File: src/rtl/audio_pkg.sv
// Shared audio-chain definitions: native sample width and the I2S capture state set.
package audio_pkg;

    localparam int AUDIO_W = 16;

    typedef enum logic [2:0] {
        IDLE   = 3'd0,
        WAIT_L = 3'd1,
        SKIP   = 3'd2,
        SHIFT  = 3'd3,
        DONE   = 3'd4
    } i2s_state_t;

endpackage

File: src/rtl/i2s_rx_if.sv
// Sample bus from the I2S capture stage to the downstream effect stage.
interface i2s_rx_if
    import audio_pkg::*;
#(
    parameter int DATA_W = AUDIO_W
) ();

    logic signed [DATA_W-1:0] o_data;
    logic                     o_valid;
    logic                     o_frame_err;

    modport master (output o_data, output o_valid, output o_frame_err);
    modport slave  (input  o_data, input  o_valid, input  o_frame_err);

endinterface

File: src/rtl/i2s_rx_sync_edge.sv
// Synchroniser chain for one asynchronous pin plus a registered edge detector.
module sync_edge #(
    parameter int SYNC_STAGES = 2
) (
    input  logic i_clk,
    input  logic i_rst_n,
    input  logic i_d,
    output logic o_level,
    output logic o_rise,
    output logic o_fall
);

    logic [SYNC_STAGES-1:0] sync_q;

    // Level and edge flags are registered together so they stay cycle-aligned
    always_ff @(posedge i_clk or negedge i_rst_n) begin
        if (!i_rst_n) begin
            sync_q  <= '0;
            o_level <= 1'b0;
            o_rise  <= 1'b0;
            o_fall  <= 1'b0;
        end else begin
            sync_q  <= {sync_q[SYNC_STAGES-2:0], i_d};
            o_level <= sync_q[SYNC_STAGES-1];
            o_rise  <= sync_q[SYNC_STAGES-1] & ~o_level;
            o_fall  <= ~sync_q[SYNC_STAGES-1] & o_level;
        end
    end

endmodule

File: src/rtl/i2s_rx.sv
// Mono I2S receiver: captures the left half-frame of the codec ADC stream as one signed sample.
module i2s_rx
    import audio_pkg::*;
#(
    parameter int DATA_W      = AUDIO_W,
    parameter int SYNC_STAGES = 2
) (
    input  logic     i_clk,
    input  logic     i_rst_n,
    input  logic     i_enable,
    input  logic     i_bclk,
    input  logic     i_lrc,
    input  logic     i_adcdat,
    i2s_rx_if.master smp
);

    localparam int CNT_W = $clog2(DATA_W);
    localparam logic [CNT_W-1:0] CNT_LAST = CNT_W'(DATA_W - 1);

    localparam logic [2:0] S_IDLE   = IDLE;
    localparam logic [2:0] S_WAIT_L = WAIT_L;
    localparam logic [2:0] S_SKIP   = SKIP;
    localparam logic [2:0] S_SHIFT  = SHIFT;
    localparam logic [2:0] S_DONE   = DONE;

    logic bclk_rise, bclk_lvl_unused, bclk_fall_unused;
    logic lrc_rise, lrc_fall, lrc_lvl_unused;
    logic adc_lvl, adc_rise_unused, adc_fall_unused;

    logic [2:0]        state;
    logic [CNT_W-1:0]  cnt;
    logic [DATA_W-1:0] shift_p0;

    sync_edge #(.SYNC_STAGES(SYNC_STAGES)) u_bclk (
        .i_clk  (i_clk),
        .i_rst_n(i_rst_n),
        .i_d    (i_bclk),
        .o_level(bclk_lvl_unused),
        .o_rise (bclk_rise),
        .o_fall (bclk_fall_unused)
    );

    sync_edge #(.SYNC_STAGES(SYNC_STAGES)) u_lrc (
        .i_clk  (i_clk),
        .i_rst_n(i_rst_n),
        .i_d    (i_lrc),
        .o_level(lrc_lvl_unused),
        .o_rise (lrc_rise),
        .o_fall (lrc_fall)
    );

    sync_edge #(.SYNC_STAGES(SYNC_STAGES)) u_adc (
        .i_clk  (i_clk),
        .i_rst_n(i_rst_n),
        .i_d    (i_adcdat),
        .o_level(adc_lvl),
        .o_rise (adc_rise_unused),
        .o_fall (adc_fall_unused)
    );

    // Serial capture stage: the shift register holds data only, so it needs no reset
    always_ff @(posedge i_clk) begin
        if (state == S_SHIFT && bclk_rise) begin
            shift_p0 <= {shift_p0[DATA_W-2:0], adc_lvl};
        end
    end

    // Frame control and output stage
    always_ff @(posedge i_clk or negedge i_rst_n) begin
        if (!i_rst_n) begin
            state           <= S_IDLE;
            cnt             <= '0;
            smp.o_data      <= '0;
            smp.o_valid     <= 1'b0;
            smp.o_frame_err <= 1'b0;
        end else begin
            smp.o_valid     <= 1'b0;
            smp.o_frame_err <= 1'b0;
            if (!i_enable) begin
                state <= S_IDLE;
            end else begin
                case (state)
                    S_IDLE: state <= S_WAIT_L;
                    S_WAIT_L: begin
                        if (lrc_fall) begin
                            state <= S_SKIP;
                            cnt   <= '0;
                        end
                    end
                    // First BCLK after the LRC edge carries the previous word's LSB
                    S_SKIP: begin
                        if (bclk_rise) state <= S_SHIFT;
                    end
                    S_SHIFT: begin
                        // A completing last bit beats a coincident LRC edge
                        if (bclk_rise && cnt == CNT_LAST) begin
                            state       <= S_DONE;
                            smp.o_valid <= 1'b1;
                            smp.o_data  <= {shift_p0[DATA_W-2:0], adc_lvl};
                        end else if (lrc_rise) begin
                            state           <= S_WAIT_L;
                            smp.o_frame_err <= 1'b1;
                        end else if (bclk_rise) begin
                            cnt <= cnt + 1'b1;
                        end
                    end
                    S_DONE:  state <= S_WAIT_L;
                    default: state <= S_IDLE;
                endcase
            end
        end
    end

endmodule

File: src/flat_wrapper.sv
// flat-port wrapper written by rule: the top's interface ports become plain ports
module i2s_rx_flat import audio_pkg::*;
#(
    parameter int DATA_W      = AUDIO_W,
    parameter int SYNC_STAGES = 2
)
  (i_clk, i_rst_n, i_enable, i_bclk, i_lrc, i_adcdat, smp_o_data, smp_o_valid, smp_o_frame_err);
  i2s_rx_if #(.DATA_W(DATA_W)) smp_i ();
  input  logic i_clk;
  input  logic i_rst_n;
  input  logic i_enable;
  input  logic i_bclk;
  input  logic i_lrc;
  input  logic i_adcdat;
  output wire logic [$bits(smp_i.o_data)-1:0] smp_o_data;
  output wire logic [$bits(smp_i.o_valid)-1:0] smp_o_valid;
  output wire logic [$bits(smp_i.o_frame_err)-1:0] smp_o_frame_err;
  assign smp_o_data = smp_i.o_data;
  assign smp_o_valid = smp_i.o_valid;
  assign smp_o_frame_err = smp_i.o_frame_err;
  i2s_rx #(.DATA_W(DATA_W), .SYNC_STAGES(SYNC_STAGES)) u_core (.i_clk(i_clk), .i_rst_n(i_rst_n), .i_enable(i_enable), .i_bclk(i_bclk), .i_lrc(i_lrc), .i_adcdat(i_adcdat), .smp(smp_i));
endmodule
File: config.mk
export PLATFORM = sky130hd
export DESIGN_NAME = i2s_rx_flat
export DESIGN_NICKNAME = d
export VERILOG_FILES = /design/src/rtl/audio_pkg.sv /design/src/rtl/i2s_rx_if.sv /design/src/rtl/i2s_rx_sync_edge.sv /design/src/rtl/i2s_rx.sv /design/src/flat_wrapper.sv
export SDC_FILE = /design/constraint.sdc
export NUM_CORES = 1
export LEC_CHECK = 0
export BUFFER_PORTS_ARGS = -buffer_cell sky130_fd_sc_hd__clkbuf_2
export CAP_MARGIN = 10
export CELL_PAD_IN_SITES_DETAIL_PLACEMENT = 0
export CELL_PAD_IN_SITES_GLOBAL_PLACEMENT = 1
export CORE_MARGIN = 1.5
export CORE_UTILIZATION = 40
export DETAILED_ROUTE_END_ITERATION = 12
export PLACE_DENSITY_LB_ADDON = 0.1
export SLEW_MARGIN = 15
export SYNTH_ARGS = -nofsm -noshare
export SYNTH_HDL_FRONTEND = slang
export SYNTH_SLANG_ARGS = --single-unit
File: constraint.sdc
create_clock -name i_clk -period 2.4 [get_ports i_clk]
set_input_delay 0 -clock i_clk [delete_from_list [all_inputs] [get_ports i_clk]]
set_output_delay 0 -clock i_clk [all_outputs]
set_load 0.005 [all_outputs]
==> Word level (Yosys, flattened, before mapping) <==
Index checks and enable logic that the tools add are counted.
{ "classes": {"addsub": 1, "n_mul": 0, "div": 0, "n_lt_le_gt_ge": 0, "eq_ne": 12, "shift": 0, "n_mux": 18, "bitwise_logic": 6, "reduce_logical": 8} }
{ "op_table": {"columns": ["operator", "n"], "rows": [
  ["4-bit 2-to-1 mux", 4],
  ["3-bit 2-to-1 mux", 5],
  ["3-bit one-hot mux with 4 select lines", 1],
  ["2-bit != test, second input constant", 4],
  ["4-bit one-hot mux with 2 select lines", 1],
  ["1-bit 2-to-1 mux", 7],
  ["3-bit by 2-bit == test with 1-bit output, second input constant", 2],
  ["3-bit != test, second input constant", 2],
  ["3-bit AND reduction", 2],
  ["6-bit AND reduction", 1],
  ["4-bit by 1-bit adder with 4-bit output, second input constant", 1],
  ["4-bit == test, second input constant", 1],
  ["4-bit != test, second input constant", 1],
  ["1-bit bitwise AND", 3],
  ["3-bit by 1-bit == test with 1-bit output, second input constant", 1],
  ["3-bit == test, second input constant", 1],
  ["3-bit logical NOT", 1],
  ["1-bit inverter", 3],
  ["1-bit logical AND", 2],
  ["2-bit nonzero test", 1],
  ["2-bit OR reduction", 1]
]} }
{ "word_totals": {"ff_bits": 52, "latch_bits": 0, "mem_bits_rw": 0, "rom_bits": 0, "out_inout_bits": 18, "wordCells": 60, "mem_count": 0} }

==> Logic depth before layout (Yosys ltp) <==
Gate-level depths: netlist of the first run.
{ "depth": {"ltp_word": 5, "mapped_depth": 5, "ltp_nobuf": 5} }

==> Hierarchy <==
Synthesis of the first run repeated with hierarchy kept, for this count alone.
{ "hier_totals": {"hier_cells": 115, "area_unflattened_um2": 2005.7} }
{ "modules_own_cells": {"columns": ["mod", "instances", "cells_each", "area_each_um2"], "rows": [
  ["i2s_rx", 1, 94, 1585.3],
  ["sync_edge", 3, 7, 140.1]
]} }

==> Worst setup path before layout of the first run <==
OpenSTA, ideal clock, no wires.
{ "synth_path": {"path_kind": "register -> register", "start": "reg u_core.state[0]", "end": "reg u_core.shift_p0[0], enable pin", "t_arrival_ps": 1750, "required_time_ps": 1991, "path_slack_ps": 241, "path_stages_with_launch": 3, "n_path_buf": 0, "synth_period_minus_slack_ps": 2159, "path_cell_list": "dfrtp_1 nand2_2 nor3b_1"} }
{ "synth_between": {"elab_chain_cells": 2} }
{ "synth_lines": {"columns": ["item", "line", "source"], "rows": [
  ["start, declared", "i2s_rx.sv:30", "logic [2:0] state;"],
  ["start signal, assigned", "i2s_rx.sv:71", "state <= S_IDLE;"],
  ["start signal, assigned", "i2s_rx.sv:80", "state <= S_IDLE;"],
  ["start signal, assigned", "i2s_rx.sv:83", "S_IDLE: state <= S_WAIT_L;"],
  ["3-bit by 2-bit == test with 1-bit output", "i2s_rx.sv:63", "if (state == S_SHIFT && bclk_rise) begin"],
  ["1-bit logical AND", "i2s_rx.sv:63", null],
  ["end signal, assigned", "i2s_rx.sv:64", "shift_p0 <= {shift_p0[DATA_W-2:0], adc_lvl};"],
  ["end, declared", "i2s_rx.sv:32", "logic [DATA_W-1:0] shift_p0;"]
]} }
No other way between the ends.
A chain may end at the register's enable or synchronous reset.

==> Worst setup path after layout of the first run <==
{ "layout_path": {"start": "reg u_core.state[2]", "end": "reg u_core.smp.o_data[0]"} }
{ "layout_between": {"elab_chain_cells": 2} }
{ "layout_lines": {"columns": ["item", "line", "source"], "rows": [
  ["3-bit by 2-bit == test with 1-bit output", "i2s_rx.sv:82", "case (state)"],
  ["3-bit AND reduction (no source line)", null, null],
  ["end signal, assigned", "i2s_rx.sv:99", "smp.o_data <= {shift_p0[DATA_W-2:0], adc_lvl};"],
  ["end, declared", "i2s_rx_if.sv:12", "modport master (output o_data, output o_valid, output o_frame_err);"]
]} }
No other way between the ends.

==> flow_metrics.env, run 1 <==
export IMPL_grt_start_max_net_pins=38
export IMPL_powerDensity_nw_per_um2=667
export IMPL_wl_per_cell_um=14.6
export IMPL_grt_overflow=0
export IMPL_timing_worst_slew_pin_value_ns=0.884
export IMPL_design_area_sq_um=2180
export IMPL_start_util=0.422
export IMPL_start_kind="flip-flop"
export IMPL_vias=1030
export IMPL_clock_sinks=52
export IMPL_outcome="finished clean"
export IMPL_syn_nets=118
export IMPL_core_sq_um=4410
export IMPL_ctsRootBufferMaster="clkbuf_8"
export IMPL_wl_met3_um=124
export IMPL_max_slew_margin_rel=0.411
export IMPL_dieArea_sq_um=5080
export IMPL_drcViolationCount=0
export IMPL_via_per_inst=5.18
export IMPL_synth_compound_area_frac=0.0497
export IMPL_setup_viol=0
export IMPL_fmax_mhz=561
export IMPL_synthAdderAreaFrac=0.00672
export IMPL_fillCellCount=402
export IMPL_crit_path_end_kind="flip-flop"
export IMPL_synth_cell_type_count=30
export IMPL_drtPass1Iterations=4
export IMPL_ir_worst_vdd_mv=0.283
export IMPL_syn_area_sq_um=1860
export IMPL_post_route_period_util=0.743
export IMPL_instances_no_fill=199
export IMPL_ys_ff_latch=52
export IMPL_tns_ns=0
export IMPL_synthMuxAreaShare=0.0967
export IMPL_syn2layout_area_growth_pct=16.8
export IMPL_worstPathArrival_ns=1.96
export IMPL_critPathMaxFanout=17
export IMPL_ys_seq_area_frac=0.739
export IMPL_dp_cells=186
export IMPL_place_area_sq_um=2040
export IMPL_synth_top_family_by_area="multiplexers"
export IMPL_clockBufferDepth=2
export IMPL_rsz0062_at_grt="false"
export IMPL_async_flop_share=0.712
export IMPL_hpwlAfterDp_mm=1.83
export IMPL_synthXorXnorAreaFrac=0
export IMPL_worst_ep_required_time_ns=2.58
export IMPL_die_h_um=71.2
export IMPL_cts_htree_levels=2
export IMPL_drive_gt1_frac=0.347
export IMPL_gp_congestion=0.785
export IMPL_fin_worst_skew_ns=0.00772
export IMPL_syn_inst=111
export IMPL_slew_violations=0
export IMPL_clk_latency_ns=0.30
export IMPL_die_w_um=71.2
export IMPL_avgSynthCellArea_sq_um=16.8
export IMPL_synth_flop_cell="dfrtp_1"
export IMPL_port_buffers=23
export IMPL_wl_met1_mm=1.44
export IMPL_synth_edf_count=15
export IMPL_drv_cap=0
export IMPL_min_period_ns=1.78
export IMPL_first_global_vias=989
export IMPL_drt_wl_total_mm=2.91
export IMPL_hp_class="input port to async pin"
export IMPL_path_clk_slew_ns=0.09
export IMPL_cts_made_buffers=5
export IMPL_nNetsFinal=153
export IMPL_yosysWarnings=0
export IMPL_num_rows=24
export IMPL_drt_iter0_drc=128
export IMPL_wl_met2_mm=1.30
export IMPL_maxUsedRoutingLayer="met4"
export IMPL_track_usage=0.133
export IMPL_ios=24
export IMPL_ant_nets=0
export IMPL_tritoncts="yes"
export IMPL_finalHoldViolCount=0
export IMPL_synthSimpleGateAreaFrac=0.0940
export IMPL_antenna_found_initial=0
export IMPL_antenna_cells=0
export IMPL_crit_type="flip-flop to flip-flop"
export IMPL_grt_pass1_wl_mm=5.14
export IMPL_leakage_nw=0.979
[area by class of cell]
class | count | area, sq um | share of cell area
Multi-Input combinational cell | 56 | 465 | 0.214
Tap cell | 52 | 65.1 | 0.0299
Sequential cell | 52 | 1380 | 0.633
Timing Repair Buffer | 30 | 180 | 0.0828
Clock inverter | 2 | 12.5 | 0.00575
Clock buffer | 6 | 72.6 | 0.0334
Inverter | 1 | 3.75 | 0.00173
[placed cells by master (no fill, tap or decap), drive strengths merged, types with 2 or more instances in the layout]
cell,netlist,final
o31ai,3,3
o21ai,5,5
edfxtp,15,15
nor2b,3,3
dlygate4sd3,0,5
nand2b,2,2
nand3,3,3
nor2,3,3
nand2,3,3
clkinv,0,2
mux2,16,16
dfrtp,37,37
nor3b,2,2
clkbuf,0,29
buf,2,2
nor4,2,2
[sequential cells by signal, indices dropped and copies added (netlist names)]
register,cells
u_core.u_lrc.o_rise,1
u_core.smp.o_frame_err,1
u_core.u_adc.o_level,1
u_core.u_bclk.o_rise,1
u_core.u_lrc.sync_q,2
u_core.u_lrc.o_fall,1
u_core.u_bclk.sync_q,2
u_core.u_adc.sync_q,2
u_core.smp.o_data,16
u_core.cnt,4
u_core.u_lrc.o_level,1
u_core.smp.o_valid,1
u_core.u_bclk.o_level,1
u_core.state,3
u_core.shift_p0,15
[metrics by stage]
| step | power [mW] | hold slack, ns | setup slack, ns | util |
|---|---|---|---|---|
| after floorplan | 0.966 | -0.296 | 0.241 | - |
| after global placement | 0.990 | 0.109 | 0.623 | 0.462 |
| after detailed placement | 0.991 | 0.110 | 0.607 | 0.462 |
| after CTS | 1.47 | 0.332 | 0.602 | 0.493 |
| after global routing | 1.52 | 0.330 | 0.494 | 0.493 |
| final | 1.45 | 0.345 | 0.617 | 0.493 |
[critical path, cell delays in order (launching register included)]
cell	delay (ns)
dfrtp_1	0.52
nand3b_4	0.28
nor4_4	0.22
buf_4	0.28
mux2_2	0.36
[cell usage after synthesis, types with 2 or more instances]
library cell	instances	area, sq um
nor2b_1	3	18.8
nor2_1	3	11.3
dfrtp_1	37	926
nand3_1	3	15.0
nor3b_1	2	15.0
mux2_2	16	180
nand2_1	2	7.51
edfxtp_1	15	450
buf_6	2	22.5
nand2b_1	2	12.5
o21ai_0	5	25.0
o31ai_1	3	22.5
[power by group]
part | leakage, nW | total (mW) | switching (mW) | internal [mW]
sequential | 0.626 | 0.933 | 0.0111 | 0.922
combinational | 0.310 | 0.0439 | 0.0257 | 0.0182
clock | 0.0428 | 0.474 | 0.269 | 0.205
[logic make-up after synthesis]
family,count (synthesis)
AO/OA/AOI/OAI,14
adder cells (fa/ha/maj),1
buffers and inverters,3
flip-flops,52
multiplexers,16
AND/OR/NAND/NOR,25
[worst paths after layout]
check                                             from                endpoint  slack, ns  cells after the start
worst max-delay path                   u_core.state[2]    u_core.smp.o_data[0]       0.62                      4
worst min-delay path                           i_rst_n   u_core.smp.o_data[10]       0.34                      2
worst max register to register         u_core.state[2]    u_core.smp.o_data[0]       0.62                      4
worst min register to register  u_core.u_lrc.sync_q[0]  u_core.u_lrc.sync_q[1]       0.35                      0
max in group asynchronous                      i_rst_n     u_core.u_lrc.o_fall       1.49                      2
min in group i_clk                            i_adcdat  u_core.u_adc.sync_q[0]       0.34                      2
[metal layers]
| metal | GRT usage | up-vias |
|---|---|---|
| met5 | 0 | - |
| met4 | 0.0503 | 0 |
| met3 | 0.0436 | 4 |
| met2 | 0.186 | 22 |
| met1 | 0.194 | 525 |
| li1 | - | 479 |
[timing repair]
item,CTS,global route
buffers inserted,0,0
hold endpoints to repair,41,0
hold buffers,5,0
resized for setup,0,0
endpoints found under the setup margin,0,0
Note: power is estimated with default switching activity, not from simulation.
==> run 2: changes to the inputs <==
--- a/config.mk
+++ b/config.mk
@@ -5,6 +5,7 @@
 export SDC_FILE = /design/constraint.sdc
 export NUM_CORES = 1
 export LEC_CHECK = 0
+export ABC_AREA = 1
 export BUFFER_PORTS_ARGS = -buffer_cell sky130_fd_sc_hd__clkbuf_2
 export CAP_MARGIN = 10
 export CELL_PAD_IN_SITES_DETAIL_PLACEMENT = 0
==> constraint.sdc (replaced) <==
create_clock -name i_clk -period 1.6 [get_ports i_clk]
set_input_delay 0 -clock i_clk [delete_from_list [all_inputs] [get_ports i_clk]]
set_output_delay 0 -clock i_clk [all_outputs]
set_load 0.005 [all_outputs]
==> flow_metrics.env, run 2 <==
export IMPL_synthMuxAreaShare=0
export IMPL_final_common_cell="nand2_1"
export IMPL_crit_cells=9
export IMPL_first_global_vias=1248
export IMPL_post_route_period_util=0.914
export IMPL_via_per_inst=4.46
export IMPL_worstPathArrival_ns=1.66
export IMPL_hp_class="input port to flip-flop"
export IMPL_min_period_ns=1.46
export IMPL_wl_per_cell_um=11.4
export IMPL_outcome="finished clean"
export IMPL_rsz0062_at_grt="false"
export IMPL_grt_overflow=0
export IMPL_timing_worst_slew_pin_value_ns=0.396
export IMPL_nNetsFinal=225
export IMPL_largestRegisters="u_core.smp.o_data (16), u_core.shift_p0 (15), u_core.cnt (4)"
export IMPL_ff2ff_path_depth=9
export IMPL_synth_flop_cell="dfrtp_1"
export IMPL_synth_top_family_by_area="simple AND/OR/NAND/NOR gates"
export IMPL_whs_path_depth=3
export IMPL_place_ws_ns=0.0710
export IMPL_whs_ns=0.115
export IMPL_ys_seq_area_frac=0.696
export IMPL_slew_violations=0
export IMPL_port_buffers=23
export IMPL_synth_cell_type_count=21
export IMPL_num_rows=25
export IMPL_path_clk_slew_ns=0.09
export IMPL_synth_commonest_cells="71 x nand2_1, 37 x dfrtp_1, 16 x nor2_1, 15 x edfxtp_1, 10 x inv_1"
export IMPL_drt_iter0_drc=57
export IMPL_worst_ep_required_time_ns=1.79
export IMPL_hpwlAfterDp_mm=2.32
export IMPL_yosysMostFrequentCell="nand2_1"
export IMPL_instances_no_fill=286
export IMPL_clockBufferDepth=2
export IMPL_start_util=0.416
export IMPL_tns_ns=0
export IMPL_fin_worst_skew_ns=0.00362
export IMPL_powerDensity_nw_per_um2=1070
export IMPL_dieArea_sq_um=5380
export IMPL_synth_area_top_cells="dfrtp_1 47%, edfxtp_1 23%, nand2_1 13%"
export IMPL_crit_type="flip-flop to flip-flop"
export IMPL_synth_area_leader_cell="dfrtp_1"
export IMPL_syn_nets=190
export IMPL_drt_wl_total_mm=3.27
export IMPL_tritoncts="yes"
export IMPL_cts_htree_levels=2
export IMPL_setup_viol=0
export IMPL_synthXorXnorAreaFrac=0
export IMPL_critPathSlowestCell="dfrtp_1"
export IMPL_track_usage=0.139
export IMPL_ios=24
export IMPL_fin_util=0.492
export IMPL_crit_path_cell_trace="ha_1 > nand2_1 > inv_2 > nand2_2 > nand2_2 > nand2_2 > nand3_2 > nand2_1 > nand2_1"
export IMPL_place_area_sq_um=2210
export IMPL_drv_cap=0
export IMPL_critPathMaxFanout=5
export IMPL_die_w_um=73.3
export IMPL_post_cts_buffers=0
export IMPL_start_kind="flip-flop"
export IMPL_fmax_mhz=684
export IMPL_design_area_sq_um=2340
export IMPL_path_buf_inv=1
export IMPL_total_power_mw=2.51
export IMPL_drtPass1Iterations=4
export IMPL_grt_start_max_net_pins=22
export IMPL_regMostFlops="u_core.smp.o_data"
export IMPL_ctsRootBufferMaster="clkbuf_8"
export IMPL_synth_edf_count=15
export IMPL_ant_nets=0
export IMPL_drive_gt1_frac=0.205
export IMPL_avgSynthCellArea_sq_um=10.8
export IMPL_largest_register_ffs=16
export IMPL_synthSimpleGateAreaFrac=0.250
export IMPL_syn_inst=183
export IMPL_max_slew_margin_rel=0.736
export IMPL_cp_top_family="simple AND/OR/NAND/NOR gates"
export IMPL_finalHoldViolCount=0
export IMPL_gp_congestion=0.792
export IMPL_yosysWarnings=0
export IMPL_dp_cells=274
export IMPL_cts_made_buffers=5
export IMPL_clock_sinks=52
export IMPL_die_h_um=73.3
export IMPL_clk_latency_ns=0.30
export IMPL_antenna_found_initial=0
export IMPL_ir_worst_vdd_mv=0.562
export IMPL_synth_compound_area_frac=0.0127
export IMPL_core_sq_um=4750
export IMPL_crit_path_end_kind="flip-flop"
export IMPL_setup_ws_ns=0.138
export IMPL_synthAdderAreaFrac=0.00633
export IMPL_slowest_delay_ns=0.43
export IMPL_drcViolationCount=0
export IMPL_synth_top_area_frac=0.468
export IMPL_syn2layout_area_growth_pct=18.2
export IMPL_antenna_cells=0
export IMPL_syn_area_sq_um=1980
export IMPL_grt_pass1_wl_mm=5.58
export IMPL_vias=1276
export IMPL_async_flop_share=0.712
export IMPL_leakage_nw=1.17
export IMPL_ys_ff_latch=52
export IMPL_layout_common_cells="70 x nand2_1, 37 x dfrtp_1, 23 x clkbuf_2"
==> run 2: changes by cell type after synthesis, sizes merged, moves of 3 or more <==
cell | previous run | this run
nor2 | 3 | 17
nand3 | 3 | 11
o21ai | 5 | 2
nand2 | 3 | 73
nor3 | 1 | 4
inv | 1 | 14
mux2 | 16 | 0
o31ai | 3 | 0
nor2b | 3 | 0
==> run 2: path summary, 6_finish.rpt <==
| path | end | slack [ns] | from |
|---|---|---|---|
| max | u_core.cnt[0] | 0.14 | u_core.cnt[0] |
| min | u_core.smp.o_frame_err | 0.12 | i_enable |
| max reg2reg | u_core.cnt[0] | 0.14 | u_core.cnt[0] |
| min reg2reg | u_core.u_adc.sync_q[1] | 0.35 | u_core.u_adc.sync_q[0] |
| max in group asynchronous | u_core.u_lrc.o_rise | 0.85 | i_rst_n |
| min in group asynchronous | u_core.state[1] | 0.15 | i_rst_n |
==> run 2: metal layers <==
layer | track usage | wire (um) | up-vias
met2 | 0.222 | 1540 | 26
met5 | 0 | 0 | -
met3 | 0.0453 | 128 | 6
met4 | 0.0556 | 56 | 0
li1 | - | - | 649
met1 | 0.176 | 1550 | 595
==> run 2: logic make-up after synthesis <==
group           count (synthesis)
flops                          52
fa+ha+maj                       1
compound gates                  5
buf+inv                        16
simple gates                  109
==> run 2: tightest hold or removal path: cells and delay by family <==
kind | cells | cell delay [ns]
buffers and inverters | 2 | 0.30
and+or+nand+nor | 1 | 0.08
==> run 2: layout make-up <==
class / count / area (sq um)
fillers: 460 / 2420
flip-flops and latches: 52 / 1380
multi-input cells: 115 / 538
repair buffers: 30 / 203
well taps: 67 / 83.8
clock buffers: 6 / 72.6
inverters: 14 / 52.6
clock inverters: 2 / 12.5
==> run 2: repair_timing <==
action	in CTS	in global routing
setup endpoints to repair	0	4
endpoints found under the hold margin	19	0
hold buffers	4	0
gates resized for setup	0	1
==> run 2: report_power, final <==
part | internal, mW | total (mW) | switching (mW)
Combinational | 0.101 | 0.301 | 0.200
Clock | 0.307 | 0.715 | 0.409
Sequential | 1.43 | 1.50 | 0.0677
Total | 1.84 | 2.51 | 0.677
==> run 3: changes to the inputs <==
--- a/config.mk
+++ b/config.mk
@@ -13,6 +13,7 @@
 export CORE_MARGIN = 1.5
 export CORE_UTILIZATION = 40
 export DETAILED_ROUTE_END_ITERATION = 12
+export GPL_TIMING_DRIVEN = 0
 export PLACE_DENSITY_LB_ADDON = 0.1
 export SLEW_MARGIN = 15
 export SYNTH_ARGS = -nofsm -noshare
==> flow_metrics.env, run 3 (synthesis results as in run 2) <==
export IMPL_outcome="finished clean"
export IMPL_critPathMaxFanout=5
export IMPL_instances_no_fill=287
export IMPL_whs_path_depth=3
export IMPL_regMostFlops="u_core.smp.o_data"
export IMPL_crit_path_end_kind="flip-flop"
export IMPL_fin_util=0.503
export IMPL_comb_power_share=0.115
export IMPL_worst_ep_required_time_ns=1.81
export IMPL_grt_overflow=0
export IMPL_leakage_nw=1.20
export IMPL_rsz0062_at_grt="false"
export IMPL_cts_htree_levels=2
export IMPL_design_area_sq_um=2390
export IMPL_drcViolationCount=0
export IMPL_whs_ns=0.117
export IMPL_die_h_um=73.3
export IMPL_die_w_um=73.3
export IMPL_path_clk_slew_ns=0.09
export IMPL_final_common_cell="nand2_1"
export IMPL_switching_share=0.248
export IMPL_fillCellCount=455
export IMPL_port_buffers=23
export IMPL_grt_start_max_net_pins=38
export IMPL_ios=24
export IMPL_max_slew_margin_rel=0.394
export IMPL_ir_worst_vdd_mv=0.640
export IMPL_finalHoldViolCount=0
export IMPL_clockBufferDepth=2
export IMPL_crit_type="flip-flop to flip-flop"
export IMPL_drv_cap=0
export IMPL_powerDensity_nw_per_um2=1210
export IMPL_hp_class="input port to flip-flop"
export IMPL_fmax_mhz=685
export IMPL_hpwlAfterDp_mm=2.27
export IMPL_tns_ns=0
export IMPL_drtPass1Iterations=4
export IMPL_setup_viol=0
export IMPL_internal_power_mw=2.17
export IMPL_antenna_cells=0
export IMPL_antenna_found_initial=0
export IMPL_syn2layout_area_growth_pct=20.8
export IMPL_place_area_sq_um=2180
export IMPL_core_sq_um=4750
export IMPL_clock_sinks=52
export IMPL_largestRegisters="u_core.smp.o_data (16), u_core.shift_p0 (15), u_core.cnt (4)"
export IMPL_fin_worst_skew_ns=0.00392
export IMPL_cts_made_buffers=5
export IMPL_grt_pass1_wl_mm=5.60
export IMPL_gp_congestion=0.807
export IMPL_post_route_period_util=0.912
export IMPL_via_per_inst=4.55
export IMPL_power_frac_seq=0.516
export IMPL_first_global_vias=1209
export IMPL_place_ws_ns=-0.0649
export IMPL_slew_violations=0
export IMPL_min_period_ns=1.46
export IMPL_layout_common_cells="70 x nand2_1, 37 x dfrtp_1, 23 x clkbuf_2"
export IMPL_ant_nets=0
export IMPL_worstPathArrival_ns=1.67
export IMPL_dp_cells=273
export IMPL_drive_gt1_frac=0.218
export IMPL_r2r_setup_slack_ns=0.14
export IMPL_start_util=0.416
export IMPL_vias=1307
export IMPL_start_kind="flip-flop"
export IMPL_timing_worst_slew_pin_value_ns=0.909
export IMPL_drt_wl_total_mm=3.38
export IMPL_nNetsFinal=226
export IMPL_num_rows=25
export IMPL_wl_per_cell_um=11.8
export IMPL_drt_iter0_drc=53
export IMPL_setup_ws_ns=0.140
export IMPL_tritoncts="yes"
export IMPL_dieArea_sq_um=5380
export IMPL_ctsRootBufferMaster="clkbuf_8"
export IMPL_ff2ff_path_depth=9
export IMPL_largest_register_ffs=16
export IMPL_regArea_sq_um=1380
export IMPL_track_usage=0.142
export IMPL_clk_latency_ns=0.31
export IMPL_total_power_mw=2.89
export IMPL_clockPowerShare=0.369
export IMPL_multi_input_area_sq_um=553
export IMPL_p_sw_mw=0.718
[run 3: timing repair]
action	4_1_cts	5_1_grt
setup buffers	1	1
pin swaps	1	0
hold buffers	4	0
endpoints found under the hold margin	40	0
resized for setup	2	2
endpoints found under the setup margin	21	4
[run 3: power groups by stage]
stage                     combinational (mW)  sequential [mW]  clock, mW
final                                  0.332             1.49       1.07
after global routing                   0.389             1.50       1.14
after CTS                              0.303             1.49       1.10
after detailed placement               0.293             1.52          0
after global placement                 0.288             1.52          0
after floorplan                        0.217             1.51          0
[run 3: path summary, 6_finish.rpt]
kind / start / to
hold / removal: i_enable / u_core.state[2]
setup / recovery: u_core.cnt[0] / u_core.cnt[1]
max in group asynchronous: i_rst_n / u_core.state[2]
hold reg to reg: u_core.u_lrc.sync_q[0] / u_core.u_lrc.sync_q[1]
min in group asynchronous: i_rst_n / u_core.smp.o_data[15]
setup reg to reg: u_core.cnt[0] / u_core.cnt[1]
[run 3: area by class of cell]
cell class	count	share of cell area
flip-flops and latches	52	0.576
multi-input cells	115	0.231
repair buffers	29	0.0712
well taps	67	0.0351
clock buffers	5	0.0288
clock inverters	3	0.0288
inverters	14	0.0220
plain buffers	2	0.00681
[run 3: layer usage]
metal  GRT usage  wire [um]  vias to the layer above
met3      0.0412        143                        6
met4      0.0617         49                        0
met5           0          0                        -
li1            -          -                      651
met1       0.185       1570                      624
met2       0.220       1610                       26
[run 3: worst max-delay path: stages, from the launching register on]
cell and delay [ns]:
dfrtp_1 0.42, ha_1 0.22, nand2_1 0.08, inv_2 0.06, nand2_2 0.13, nand2_4 0.09
nand2_4 0.09, nand3_2 0.13, nand2_1 0.09, nand2_1 0.04
